===== src/rtl/pulse_gen_mc.sv =====
// Multi-channel programmable pulse generator: each channel turns a rising trigger
// edge into a delayed pulse of programmable width, with retrigger, abort and status strobes.
module pulse_gen_mc #(
    parameter int CH     = 4,
    parameter int CW     = 8,
    parameter int RETRIG = 0
) (
    input  logic          clk,
    input  logic          rst_n,
    input  logic [CH-1:0] trig,
    input  logic [CH-1:0] abort,
    input  logic [CW-1:0] cfg_delay,
    input  logic [CW-1:0] cfg_width,
    output logic [CH-1:0] dout,
    output logic [CH-1:0] busy,
    output logic [CH-1:0] done,
    output logic [CH-1:0] miss
);

    typedef enum logic [1:0] {IDLE, DLY, HIGH} state_t;

    localparam logic [CW-1:0] ONE  = CW'(1);
    localparam logic [CW-1:0] ZERO = '0;

    logic [CH-1:0] trig_d_reg;
    logic [CH-1:0] ev;

    // Edge history keeps tracking trig even while a channel is aborted.
    always_ff @(posedge clk) begin
        if (!rst_n) begin
            trig_d_reg <= '0;
        end else begin
            trig_d_reg <= trig;
        end
    end

    assign ev = trig & ~trig_d_reg;

    generate
        for (genvar gi = 0; gi < CH; gi++) begin : g_ch
            state_t        state_reg;
            logic [CW-1:0] cnt_reg;
            logic [CW-1:0] width_reg;
            logic          dout_reg;
            logic          busy_reg;
            logic          done_reg;
            logic          miss_reg;
            logic          restart;

            // A retrigger is only honoured with a non-zero width.
            assign restart = (RETRIG != 0) && ev[gi] && (cfg_width != ZERO);

            always_ff @(posedge clk) begin
                if (!rst_n) begin
                    state_reg <= IDLE;
                    cnt_reg   <= '0;
                    width_reg <= '0;
                    dout_reg  <= 1'b0;
                    busy_reg  <= 1'b0;
                    done_reg  <= 1'b0;
                    miss_reg  <= 1'b0;
                end else begin
                    done_reg <= 1'b0;
                    miss_reg <= 1'b0;
                    if (abort[gi]) begin
                        state_reg <= IDLE;
                        cnt_reg   <= '0;
                        dout_reg  <= 1'b0;
                        busy_reg  <= 1'b0;
                    end else begin
                        case (state_reg)
                            IDLE: begin
                                if (ev[gi]) begin
                                    if (cfg_width == ZERO) begin
                                        miss_reg <= 1'b1;
                                    end else if (cfg_delay == ZERO) begin
                                        state_reg <= HIGH;
                                        cnt_reg   <= cfg_width - ONE;
                                        dout_reg  <= 1'b1;
                                        busy_reg  <= 1'b1;
                                    end else begin
                                        state_reg <= DLY;
                                        cnt_reg   <= cfg_delay - ONE;
                                        width_reg <= cfg_width;
                                        busy_reg  <= 1'b1;
                                    end
                                end
                            end
                            DLY: begin
                                if (restart) begin
                                    if (cfg_delay == ZERO) begin
                                        state_reg <= HIGH;
                                        cnt_reg   <= cfg_width - ONE;
                                        dout_reg  <= 1'b1;
                                    end else begin
                                        cnt_reg   <= cfg_delay - ONE;
                                        width_reg <= cfg_width;
                                    end
                                end else begin
                                    miss_reg <= ev[gi];
                                    if (cnt_reg == ZERO) begin
                                        state_reg <= HIGH;
                                        cnt_reg   <= width_reg - ONE;
                                        dout_reg  <= 1'b1;
                                    end else begin
                                        cnt_reg <= cnt_reg - ONE;
                                    end
                                end
                            end
                            HIGH: begin
                                // Reload wins over completion, so a retrigger on the last edge extends the pulse.
                                if (restart) begin
                                    cnt_reg <= cfg_width - ONE;
                                end else begin
                                    miss_reg <= ev[gi];
                                    if (cnt_reg == ZERO) begin
                                        state_reg <= IDLE;
                                        dout_reg  <= 1'b0;
                                        busy_reg  <= 1'b0;
                                        done_reg  <= 1'b1;
                                    end else begin
                                        cnt_reg <= cnt_reg - ONE;
                                    end
                                end
                            end
                            default: begin
                                state_reg <= IDLE;
                                cnt_reg   <= '0;
                                dout_reg  <= 1'b0;
                                busy_reg  <= 1'b0;
                            end
                        endcase
                    end
                end
            end

            assign dout[gi] = dout_reg;
            assign busy[gi] = busy_reg;
            assign done[gi] = done_reg;
            assign miss[gi] = miss_reg;
        end
    endgenerate

endmodule


===== config.mk =====
export PLATFORM = sky130hd
export DESIGN_NAME = pulse_gen_mc
export DESIGN_NICKNAME = d
export VERILOG_FILES = /design/src/rtl/pulse_gen_mc.sv
export SDC_FILE = /design/constraint.sdc
export NUM_CORES = 1
export LEC_CHECK = 0
export CORE_UTILIZATION = 50
export DETAILED_ROUTE_END_ITERATION = 12
export HOLD_SLACK_MARGIN = 0.1
export PLACE_DENSITY = 0.7
export SETUP_SLACK_MARGIN = 0.4
export SLEW_MARGIN = 40
export SYNTH_ARGS = -nofsm -noshare
export SYNTH_HDL_FRONTEND = slang
export SYNTH_SLANG_ARGS = --single-unit

===== constraint.sdc =====
create_clock -name clk -period 3.25 [get_ports clk]
set_input_delay 0.4875 -clock clk [delete_from_list [all_inputs] [get_ports clk]]
set_output_delay 0.4875 -clock clk [all_outputs]
set_load 0.02 [all_outputs]

==> results.txt, run 1 <==
status -> finished clean
first-pass GRT wire length -> 24.66 mm
maximum vdd drop -> 0.0002731 V
Yosys cell types -> 61
number of port buffers -> 41
RSZ-0062 raised after global routing -> no
CTS root buf -> clkbuf_16
CP max stage delay -> 0.58 ns
pins over their slew limit -> 0
clock buffer count from CTS -> 9
Flop pwr share -> 0.386
R2R Path End -> g_ch[2].cnt_reg[0]
WP data arrival -> 3.04 ns
Total Routed Length -> 15.16 mm
CP cell instances -> clkdlybuf4s50_1 -> or4_4 -> nor2_4 -> a21oi_1 -> ha_2 -> or3b_4 -> nor3_1 -> or3_1 -> o21ai_4 -> a21oi_1 -> o21ai_0
max-cap violations -> 0
H-tree Lvls -> 3
row count -> 38
clk_lat worst skew -> 0.34 ns
slowest stage cell on the critical path -> or4_4
Final min period -> 2.782 ns
drc violations -> 0
GR Util All Layers -> 0.2680
maximum clock path buffer count -> 2
antenna violations before repair -> 0
number of fill cells -> 968
Final Hold Vio Count -> 0
dpl cells -> 884
Mapped Cells -> 714
Mapped Nets -> 769
Worst Hold Launch -> g_ch[0].dout_reg
P_sw -> 1.051 mW
n_diodes -> 0
EDFF count, synth -> 0
Setup crit start kind -> input port
Final period util -> 0.8561
CTS Sinks -> 92
area delta synth->final -> 16.32%
I/O Pins -> 42
fin nets -> 813
worst min-delay path class -> reg -> reg
yosys warns -> 0
Post-synth ARST share -> 0
Worst Skew -> 0.01021 ns
R2R Path Start -> g_ch[2].cnt_reg[2]
Netlist Area Pre-Place -> 5804 µm²
Tightest Pin Transition -> 0.6457 ns
worst hold path depth -> 2
critical path's most frequent cell -> a21oi_1
CTS tree -> yes
worst-case reg-to-reg path depth -> 6
Vias per Instance -> 5.839
pin count of the biggest net entering global routing -> 20
Internal Pwr Total -> 2.220 mW
GRT overflow -> 0
Final HPWL DP -> 11.22 mm
Final setup viols -> 0
Hold EP -> g_ch[0].dout_reg
Pwr per Cell Area -> 484.5 nW/µm²
most common flop cell mapped by yosys -> dfxtp_1
#FFs+latches synth -> 92
die area -> 12040 µm²
die width -> 109.7 µm
Sw Share -> 0.3214
Slew headroom -> 0.5695
sequential-to-total area share from yosys stat -> 0.3173
Logic pwr share -> 0.292
vias in the first global route -> 4836
Critical Path End Type -> flop
first-pass iteration count of the detailed router -> 5
Initial Util -> 0.5239
Non-Filler Instances -> 903
wire length per cell -> 16.79 µm
crit-path max FO -> 4
fmax -> 0.3594 GHz
clock power share -> 0.321
remaining antenna violation count after routing -> 0
gp weighted congestion -> 0.9751
Die Y -> 109.7 µm
LEAKAGE -> 2.861 nW
core footprint -> 11080 µm²
Starting DRT DRC Count -> 334
Req. time, crit path -> 3.51 ns
mean post-synth cell area -> 8.129 µm²
post-route setup TNS -> 0 ns
r2r setup slk -> 0.90 ns
via count -> 5273
clk slew on worst S/H paths -> 0.06 ns
layout cells sized above 1 -> 0.08650
crit path kind -> in -> reg
synth_stat cells, types with 5 or more instances:
master	number	area [µm²]
nand2_1	57	214.0
or4_1	6	45.04
nor3b_1	8	60.06
o22ai_1	18	112.6
xor2_1	20	175.2
buf_4	19	142.6
nand2b_1	12	75.07
dfxtp_1	92	1842
nor2b_1	39	244.0
a211oi_1	11	82.58
buf_2	5	25.02
clkbuf_1	18	67.56
nor4_1	14	87.58
nor2_1	61	229.0
nand3_1	11	55.05
or3_1	9	56.30
o21ai_0	31	155.2
nor3_1	26	130.1
xnor2_1	29	254.0
inv_1	40	150.1
mux2i_1	41	410.4
a21oi_1	48	240.2
and2_1	10	62.56
ha_1	29	362.9
worst max-delay path, delay by kind of cell:
kind | cells | cell delay, ns
simple gates | 5 | 1.43
fa+ha+maj | 1 | 0.21
buf+inv | 1 | 0.43
compound gates | 4 | 0.48
power groups by stage:
| stage | logic, mW | clock network, mW | registers [mW] |
|---|---|---|---|
| final | 0.956 | 1.05 | 1.26 |
| after global routing | 1.06 | 1.11 | 1.27 |
| after CTS | 0.941 | 1.06 | 1.26 |
| after detailed placement | 0.931 | 0 | 1.29 |
| after global placement | 0.922 | 0 | 1.28 |
| after floorplan | 0.708 | 0 | 1.27 |
cell families after synthesis:
logic type	Yosys count	synth area share
AOI/OAI and AO/OA	148	0.1619
xor gates and xnor gates	49	0.07394
adders and majority gates	29	0.06251
buffers and inverters	83	0.06833
DFF	92	0.3173
muxes	41	0.07070
and+or+nand+nor	272	0.2453
metrics by stage:
step	cell area, µm²	worst slack [ns]	power (mW)	util	hold slack, ns
2_1_floorplan	5809	0.4833	1.977	-	0.4380
3_3_place_gp	6389	0.07174	2.206	0.5767	0.4577
3_5_place_dp	6389	0.01542	2.219	0.5767	0.4662
4_1_cts	6695	0.4105	3.264	0.6044	0.4819
5_1_grt	6751	0.3978	3.442	0.6094	0.5120
6_report	6751	0.4676	3.271	0.6094	0.4764
worst max-delay path by stage:
stage	from	to	slack (ns)	cells after the start
2_1_floorplan	cfg_delay[4]	g_ch[0].cnt_reg[4]	0.48	10
3_3_place_gp	cfg_delay[1]	g_ch[0].cnt_reg[4]	0.07	11
3_5_place_dp	cfg_delay[1]	g_ch[0].cnt_reg[4]	0.02	11
4_1_cts	cfg_delay[0]	g_ch[0].cnt_reg[4]	0.41	11
5_1_grt	cfg_delay[6]	g_ch[3].cnt_reg[4]	0.40	11
6_report	cfg_delay[6]	g_ch[1].cnt_reg[4]	0.47	11
placed cells by master, fill, tap and decap left out, drive strengths merged, types with 11 or more instances in the layout:
cell type      instances
nor3                  27
clkbuf                14
mux2i                 41
inv                   40
nand2b                12
nor2b                 39
a21oi                 48
nand3                 11
ha                    29
nor2                  63
xnor2                 29
nand2                 58
buf                   35
clkdlybuf4s50         39
o22ai                 18
xor2                  20
o21ai                 33
a211oi                11
dfxtp                 92
nor4                  14
repair_timing:
action | CTS | global route
gates cloned | 0 | 0
pin swaps | 1 | 3
hold buffers | 0 | 0
setup buffers | 0 | 3
setup endpoints to repair | 1 | 8
gates resized for setup | 2 | 6
routing by layer:
layer	GRT usage	up-vias	share of wire
met5	0	-	0
met4	0.09048	0	0.022
met3	0.04209	32	0.066
met2	0.4272	194	0.46
met1	0.3676	2464	0.45
li1	-	2583	-
final cells by class:
| type | instances | area (µm²) | share of cell area |
|---|---|---|---|
| Clock buffer | 14 | 284.0 | 0.04207 |
| Timing Repair Buffer | 76 | 678.2 | 0.1004 |
| Inverter | 40 | 150.1 | 0.02224 |
| Tap cell | 140 | 175.2 | 0.02595 |
| Clock inverter | 2 | 16.27 | 0.002409 |
| Multi-Input combinational cell | 539 | 3606 | 0.5341 |
| Sequential cell | 92 | 1842 | 0.2728 |
No activity file was read; power rests on OpenSTA's default activity.
==> run 2: changes to the inputs <==
--- a/config.mk
+++ b/config.mk
@@ -8,7 +8,7 @@
 export CORE_UTILIZATION = 50
 export DETAILED_ROUTE_END_ITERATION = 12
 export HOLD_SLACK_MARGIN = 0.1
-export PLACE_DENSITY = 0.7
+export PLACE_DENSITY = 0.72
 export SETUP_SLACK_MARGIN = 0.4
 export SLEW_MARGIN = 40
 export SYNTH_ARGS = -nofsm -noshare
==> constraint.sdc (replaced) <==
create_clock -name clk -period 2.38 [get_ports clk]
set_input_delay 0.357 -clock clk [delete_from_list [all_inputs] [get_ports clk]]
set_output_delay 0.357 -clock clk [all_outputs]
set_load 0.02 [all_outputs]
==> results.txt, run 2 (synthesis gave the netlist of run 1 again) <==
n_diodes -> 0 (unchanged)
maximum vdd drop -> 0.0004028 V (was 0.0002731 V)
Req. time, crit path -> 2.62 ns (was 3.51 ns)
Setup crit start kind -> input port (unchanged)
die width -> 109.7 µm (unchanged)
clk slew on worst S/H paths -> 0.07 ns (was 0.06 ns)
Total Routed Length -> 16.86 mm (was 15.16 mm)
via count -> 5555 (was 5273)
leading cell type in the layout, fill and taps excluded -> dfxtp_1 (unchanged)
pre-CTS setup slack -> -0.6456 ns (was 0.01542 ns)
fmax -> 0.4316 GHz
row count -> 38 (unchanged)
worst-case reg-to-reg path depth -> 7 (was 6)
dpl cells -> 916 (was 884)
WP data arrival -> 2.56 ns (was 3.04 ns)
Final HPWL DP -> 11.75 mm (was 11.22 mm)
RSZ-0062 raised after global routing -> yes (was no)
Starting DRT DRC Count -> 465 (was 334)
Reg area -> 1856 µm² (was 1842 µm²)
final worst slack -> 0.06288 ns (was 0.4676 ns)
remaining antenna violation count after routing -> 0 (unchanged)
Vias per Instance -> 5.792 (was 5.839)
CP max stage delay -> 0.55 ns (was 0.58 ns)
CTS tree -> yes (unchanged)
Critical Path End Type -> flop (unchanged)
Final Hold Vio Count -> 0 (unchanged)
first-pass GRT wire length -> 25.92 mm (was 24.66 mm)
antenna violations before repair -> 0 (unchanged)
I/O Pins -> 42 (unchanged)
Initial Util -> 0.5239 (unchanged)
Tightest Pin Transition -> 0.6039 ns (was 0.6457 ns)
Final setup viols -> 0 (unchanged)
grt met2 use -> 0.4686 (was 0.4272)
worst min-delay path class -> in -> reg (was reg -> reg)
layout cells sized above 1 -> 0.2479 (was 0.08650)
gp weighted congestion -> 0.9330 (was 0.9751)
first-pass iteration count of the detailed router -> 5 (unchanged)
status -> finished clean (unchanged)
crit path kind -> in -> reg (unchanged)
CTS root buf -> clkbuf_16 (unchanged)
R2R Path Start -> g_ch[2].cnt_reg[3] (was g_ch[2].cnt_reg[2])
Worst setup startpoint -> cfg_delay[0] (was cfg_delay[6])
fin nets -> 869 (was 813)
R2R Path End -> g_ch[2].cnt_reg[0] (unchanged)
met1 usage -> 0.3611 (was 0.3676)
Die Y -> 109.7 µm (unchanged)
GRT overflow -> 0 (unchanged)
Slew headroom -> 0.5974 (was 0.5695)
CP endpoint -> g_ch[0].cnt_reg[4] (was g_ch[1].cnt_reg[4])
final design utilization -> 0.6929 (was 0.6094)
GRT busiest layer -> met2 (unchanged)
clock buffer count from CTS -> 9 (unchanged)
r2r setup slk -> 0.26 ns (was 0.90 ns)
multi-input logic area -> 3999 µm² (was 3606 µm²)
Non-Filler Instances -> 959 (was 903)
Pwr per Cell Area -> 645.8 nW/µm² (was 484.5 nW/µm²)
cell area after placement -> 6782 µm² (was 6389 µm²)
die area -> 12040 µm² (unchanged)
Final period util -> 0.9736
drc violations -> 0 (unchanged)
vias in the first global route -> 5240 (was 4836)
GR Util All Layers -> 0.2814 (was 0.2680)
most frequent cells in the layout -> dfxtp_1, buf_4, nor2_1 (was dfxtp_1, nor2_1, nand2_1)
grt met3 use -> 0.04031 (was 0.04209)
core footprint -> 11080 µm² (unchanged)
H-tree Lvls -> 3 (unchanged)
CTS Sinks -> 92 (unchanged)
LEAKAGE -> 3.285 nW (was 2.861 nW)
crit-path max FO -> 4 (unchanged)
post-route setup TNS -> 0 ns (unchanged)
area delta synth->final -> 32.25% (was 16.32%)
Fin Hold WS -> 0.4662 ns (was 0.4764 ns)
pins over their slew limit -> 0 (unchanged)
number of port buffers -> 41 (unchanged)
max-cap violations -> 0 (unchanged)
slowest stage cell on the critical path -> or4_4 (unchanged)
pin count of the biggest net entering global routing -> 26 (was 20)
wire length per cell -> 17.58 µm (was 16.79 µm)
maximum clock path buffer count -> 2 (unchanged)
CP cell instances -> buf_6 -> or4_4 -> nor2_4 -> a21oi_4 -> ha_4 -> or3b_4 -> xor2_1 -> o21ai_4 -> a211o_1 -> a32o_1 (was clkdlybuf4s50_1 -> or4_4 -> nor2_4 -> a21oi_1 -> ha_2 -> or3b_4 -> nor3_1 -> or3_1 -> o21ai_4 -> a21oi_1 -> o21ai_0)
overall power -> 4.957 mW (was 3.271 mW)
number of fill cells -> 828 (was 968)
Final min period -> 2.317 ns
Worst Skew -> 0.008284 ns (was 0.01021 ns)
design area -> 7676 µm² (was 6751 µm²)
clk_lat worst skew -> 0.35 ns (was 0.34 ns)
==> run 2: cell types whose count changed in the layout (fill, tap and decap cells not counted), sizes merged <==
cell,previous run,this run
buf,35,97
clkdlybuf4s50,39,25
clkdlybuf4s15,0,3
bufinv,0,2
inv,40,42
clkbuf,14,15
clkinvlp,1,0
dlygate4sd2,0,1
==> run 2: metal layers <==
layer  wire, µm  part of all wire  vias to the layer above
met4        370             0.022                        0
li1           -                 -                     2691
met2       8197              0.49                      219
met1       7197              0.43                     2614
met5          0                 0                        -
met3       1095             0.065                       31
==> run 2: report_power, final <==
group	internal (mW)	total, mW	switching [mW]
sequential	1.63	1.73	0.103
clock	0.957	1.61	0.654
combinational	0.758	1.61	0.856
==> run 2: area by class of cell <==
cell class	instances	area share
clock buffer	11	0.03162
multi-input combinational	539	0.5209
clock inverter	5	0.01076
timing repair buffer	132	0.1519
inverter	40	0.02021
sequential	92	0.2417
tap	140	0.02282
==> run 2: timing repair <==
action | CTS | global route
gates resized for setup | 66 | 83
hold buffers | 0 | 0
pin swaps | 21 | 25
setup buffers | 8 | 19
setup endpoints to repair | 79 | 69
==> run 2: how the worst min path moves through the flow <==
stage,endpoint,from,cells after the start,slack [ns]
after floorplan,g_ch[0].dout_reg,g_ch[0].dout_reg,2,0.44
after global placement,g_ch[3].dout_reg,g_ch[3].dout_reg,2,0.46
after detailed placement,g_ch[0].dout_reg,g_ch[0].dout_reg,2,0.46
after CTS,g_ch[2].cnt_reg[5],g_ch[2].cnt_reg[5],2,0.48
after global routing,g_ch[2].cnt_reg[5],g_ch[2].cnt_reg[5],2,0.49
final,g_ch[1].width_reg[3],cfg_width[3],4,0.47
==> run 2: critical path, delay by kind of cell <==
| family | cells | cell delay [ns] |
|---|---|---|
| compound gates | 4 | 0.72 |
| xor+xnor | 1 | 0.23 |
| fa+ha+maj | 1 | 0.16 |
| buf+inv | 1 | 0.09 |
| simple gates | 3 | 0.99 |
==> run 3: changes to the inputs <==
--- a/config.mk
+++ b/config.mk
@@ -5,9 +5,11 @@
 export SDC_FILE = /design/constraint.sdc
 export NUM_CORES = 1
 export LEC_CHECK = 0
+export ABC_AREA = 1
 export CORE_UTILIZATION = 50
 export DETAILED_ROUTE_END_ITERATION = 12
 export HOLD_SLACK_MARGIN = 0.1
+export MAX_ROUTING_LAYER = met4
 export PLACE_DENSITY = 0.72
 export SETUP_SLACK_MARGIN = 0.4
 export SLEW_MARGIN = 40
==> results.txt, run 3 <==
R2R Path Start -> g_ch[1].cnt_reg[0] (was g_ch[2].cnt_reg[3])
GRT busiest layer -> met2 (unchanged)
Mapped Nets -> 885 (was 769)
maximum vdd drop -> 0.0003469 V (was 0.0004028 V)
first-pass GRT wire length -> 25.59 mm (was 25.92 mm)
clock buffer count from CTS -> 9 (unchanged)
drc violations -> 0 (unchanged)
row count -> 38 (unchanged)
clk_lat worst skew -> 0.36 ns (was 0.35 ns)
post-route setup TNS -> 0 ns (unchanged)
dominant cells by area after synthesis -> dfxtp_1, nand2_1, inv_1 (was dfxtp_1, mux2i_1, ha_1)
wire length per cell -> 15.27 µm (was 17.58 µm)
most frequent cell after synthesis -> nand2_1 (was dfxtp_1)
r2r setup slk -> 0.50 ns (was 0.26 ns)
Req. time, crit path -> 2.60 ns (was 2.62 ns)
die width -> 108.5 µm (was 109.7 µm)
Mapped Cells -> 830 (was 714)
vias in the first global route -> 5353 (was 5240)
Initial Util -> 0.5189 (was 0.5239)
grt met2 use -> 0.4665 (was 0.4686)
maximum clock path buffer count -> 2 (unchanged)
leading cell type in the layout, fill and taps excluded -> nand2_1 (was dfxtp_1)
clk slew on worst S/H paths -> 0.07 ns (about the same)
Vias per Instance -> 5.439 (was 5.792)
design area -> 6875 µm² (was 7676 µm²)
CTS Sinks -> 92 (unchanged)
Die Y -> 108.5 µm (was 109.7 µm)
Synth area leader -> dfxtp_1 (unchanged)
most frequent cells in the layout -> nand2_1, inv_1, dfxtp_1 (was dfxtp_1, buf_4, nor2_1)
largest family of logic cells by synthesized area -> simple AND/OR/NAND/NOR gates (unchanged)
die area -> 11780 µm² (was 12040 µm²)
via count -> 5662 (was 5555)
GRT overflow -> 0 (unchanged)
Final setup viols -> 0 (unchanged)
Tightest Pin Transition -> 0.4507 ns (was 0.6039 ns)
max-cap violations -> 0 (unchanged)
fin nets -> 951 (was 869)
Final Hold Vio Count -> 0 (unchanged)
met1 usage -> 0.3660 (was 0.3611)
layout cells sized above 1 -> 0.1432 (was 0.2479)
I/O Pins -> 42 (unchanged)
remaining antenna violation count after routing -> 0 (unchanged)
area delta synth->final -> 21.17% (was 32.25%)
RSZ-0062 raised after global routing -> yes (unchanged)
Worst Skew -> 0.008880 ns (was 0.008284 ns)
mean post-synth cell area -> 6.836 µm² (was 8.129 µm²)
Simple-Gate Fraction of Synth Area -> 0.2342 (was 0.2453)
R2R Path End -> g_ch[1].cnt_reg[4] (was g_ch[2].cnt_reg[0])
n_diodes -> 0 (unchanged)
post-synthesis xor/xnor area fraction -> 0.05557 (was 0.07394)
antenna violations before repair -> 0 (unchanged)
pin count of the biggest net entering global routing -> 37 (was 26)
gp weighted congestion -> 0.9942 (was 0.9330)
crit path kind -> reg -> reg (was in -> reg)
worst-case reg-to-reg path depth -> 11 (was 7)
status -> finished clean (unchanged)
#FFs+latches synth -> 92 (unchanged)
Hold EP -> g_ch[0].busy_reg (was g_ch[1].width_reg[3])
Final HPWL DP -> 11.84 mm (was 11.75 mm)
post-synthesis mux area share -> 0 (was 0.07070)
Critical Path End Type -> flop (unchanged)
number of fill cells -> 977 (was 828)
first-pass iteration count of the detailed router -> 5 (unchanged)
number of port buffers -> 41 (unchanged)
CTS root buf -> clkbuf_16 (unchanged)
Setup crit start kind -> flop (was input port)
EDFF count, synth -> 0 (unchanged)
Synth top area share -> 0.3246 (was 0.3173)
Non-Filler Instances -> 1041 (was 959)
commonest cells in the netlist -> nand2_1, inv_1, a21oi_1 (was dfxtp_1, nor2_1, nand2_1)
Pwr per Cell Area -> 673.6 nW/µm² (was 645.8 nW/µm²)
yosys warns -> 0 (unchanged)
pins over their slew limit -> 0 (unchanged)
fmax -> 0.5307 GHz (was 0.4316 GHz)
Synth Area in Compound Gates -> 0.2011 (was 0.1619)
Post-synth ARST share -> 0 (unchanged)
dpl cells -> 1020 (was 916)
Fin Hold WS -> 0.4502 ns (was 0.4662 ns)
pre-CTS setup slack -> -0.2045 ns (was -0.6456 ns)
H-tree Lvls -> 3 (unchanged)
adder-cell share of the synthesized area -> 0.06395 (was 0.06251)
crit-path max FO -> 5 (was 4)
final worst slack -> 0.4958 ns (was 0.06288 ns)
worst min-delay path class -> reg -> reg (was in -> reg)
Final period util -> 0.7917 (was 0.9736)
Total Routed Length -> 15.90 mm (was 16.86 mm)
CTS tree -> yes (unchanged)
Netlist Area Pre-Place -> 5674 µm² (was 5804 µm²)
worst hold path depth -> 2 (was 4)
core footprint -> 10940 µm² (was 11080 µm²)
most common flop cell mapped by yosys -> dfxtp_1 (unchanged)
cell area after placement -> 6380 µm² (was 6782 µm²)
sequential-to-total area share from yosys stat -> 0.3246 (was 0.3173)
grt met3 use -> 0.04400 (was 0.04031)
hold buffers post-CTS -> 0 (unchanged)
Worst Hold Launch -> g_ch[0].busy_reg (was cfg_width[3])
Final min period -> 1.884 ns (was 2.317 ns)
Yosys cell types -> 38 (was 61)
Slew headroom -> 0.6992 (was 0.5974)
LEAKAGE -> 3.067 nW (was 3.285 nW)
GR Util All Layers -> 0.2892 (was 0.2814)
WP data arrival -> 2.11 ns (was 2.56 ns)
Starting DRT DRC Count -> 270 (was 465)
run 3: cell count changes after synthesis, moves of 29 or more:
cell | previous run | this run
o21ai_0 | 31 | 60
nand2_1 | 57 | 160
a21oi_1 | 48 | 94
nand3_1 | 11 | 45
nor2b_1 | 39 | 0
inv_1 | 40 | 126
mux2i_1 | 41 | 0
run 3: report_power, final:
group | internal (mW) | switching (mW)
Sequential | 1.64 | 0.0768
Clock | 0.779 | 0.657
Combinational | 0.568 | 0.906
run 3: worst max path at each step:
stage	startpoint	endpoint	depth (start not counted)
global route	g_ch[1].cnt_reg[0]	g_ch[1].cnt_reg[4]	11
global placement	cfg_delay[6]	g_ch[1].cnt_reg[5]	13
finish	g_ch[1].cnt_reg[0]	g_ch[1].cnt_reg[4]	11
CTS	cfg_delay[0]	g_ch[2].cnt_reg[2]	12
floorplan	cfg_delay[6]	g_ch[3].cnt_reg[2]	11
detailed placement	cfg_delay[3]	g_ch[1].cnt_reg[5]	13
run 3: layout make-up:
cell class	count	area (µm²)	area share
clock inverter	5	45.04	0.006551
clock buffer	11	252.7	0.03676
tap	140	175.2	0.02548
inverter	131	491.7	0.07152
sequential	92	1842	0.2679
timing repair buffer	86	769.5	0.1119
multi-input combinational	576	3299	0.4799
run 3: per-stage QoR:
step / utilization / power, mW
after global routing: 0.6287 / 4.871
after floorplan: - / 2.717
after global placement: 0.5834 / 3.104
final: 0.6287 / 4.631
after CTS: 0.6189 / 4.578
after detailed placement: 0.5834 / 3.134
run 3: repair_timing:
| item | 4_1_cts | 5_1_grt |
|---|---|---|
| buffers inserted | 1 | 4 |
| pin swaps | 5 | 10 |
| resized for setup | 31 | 25 |
| setup endpoints to repair | 60 | 56 |
run 3: cell families (layout without fill, tap and decap cells):
family | count (synthesis) | in the layout
buffers and inverters | 162 | 233
adder cells (fa/ha/maj) | 29 | 29
AO/OA/AOI/OAI | 204 | 204
flip-flops | 92 | 92
XOR/XNOR | 36 | 36
AND/OR/NAND/NOR | 307 | 307
run 3: critical path, stage by stage (launching register included):
cell     delay [ns]
dfxtp_1        0.32
inv_1          0.11
ha_1           0.16
nand3_1        0.12
nor3_4         0.25
inv_1          0.09
nand2_1        0.14
nand2_2        0.12
a22oi_1        0.24
nand2_1        0.09
nand2_1        0.06
a21oi_1        0.05
run 3: per-layer routing:
layer,wire length (µm),vias to the layer above
met5,0,-
met4,420,0
met3,862,37
met2,7396,195
met1,7216,2593
li1,-,2837
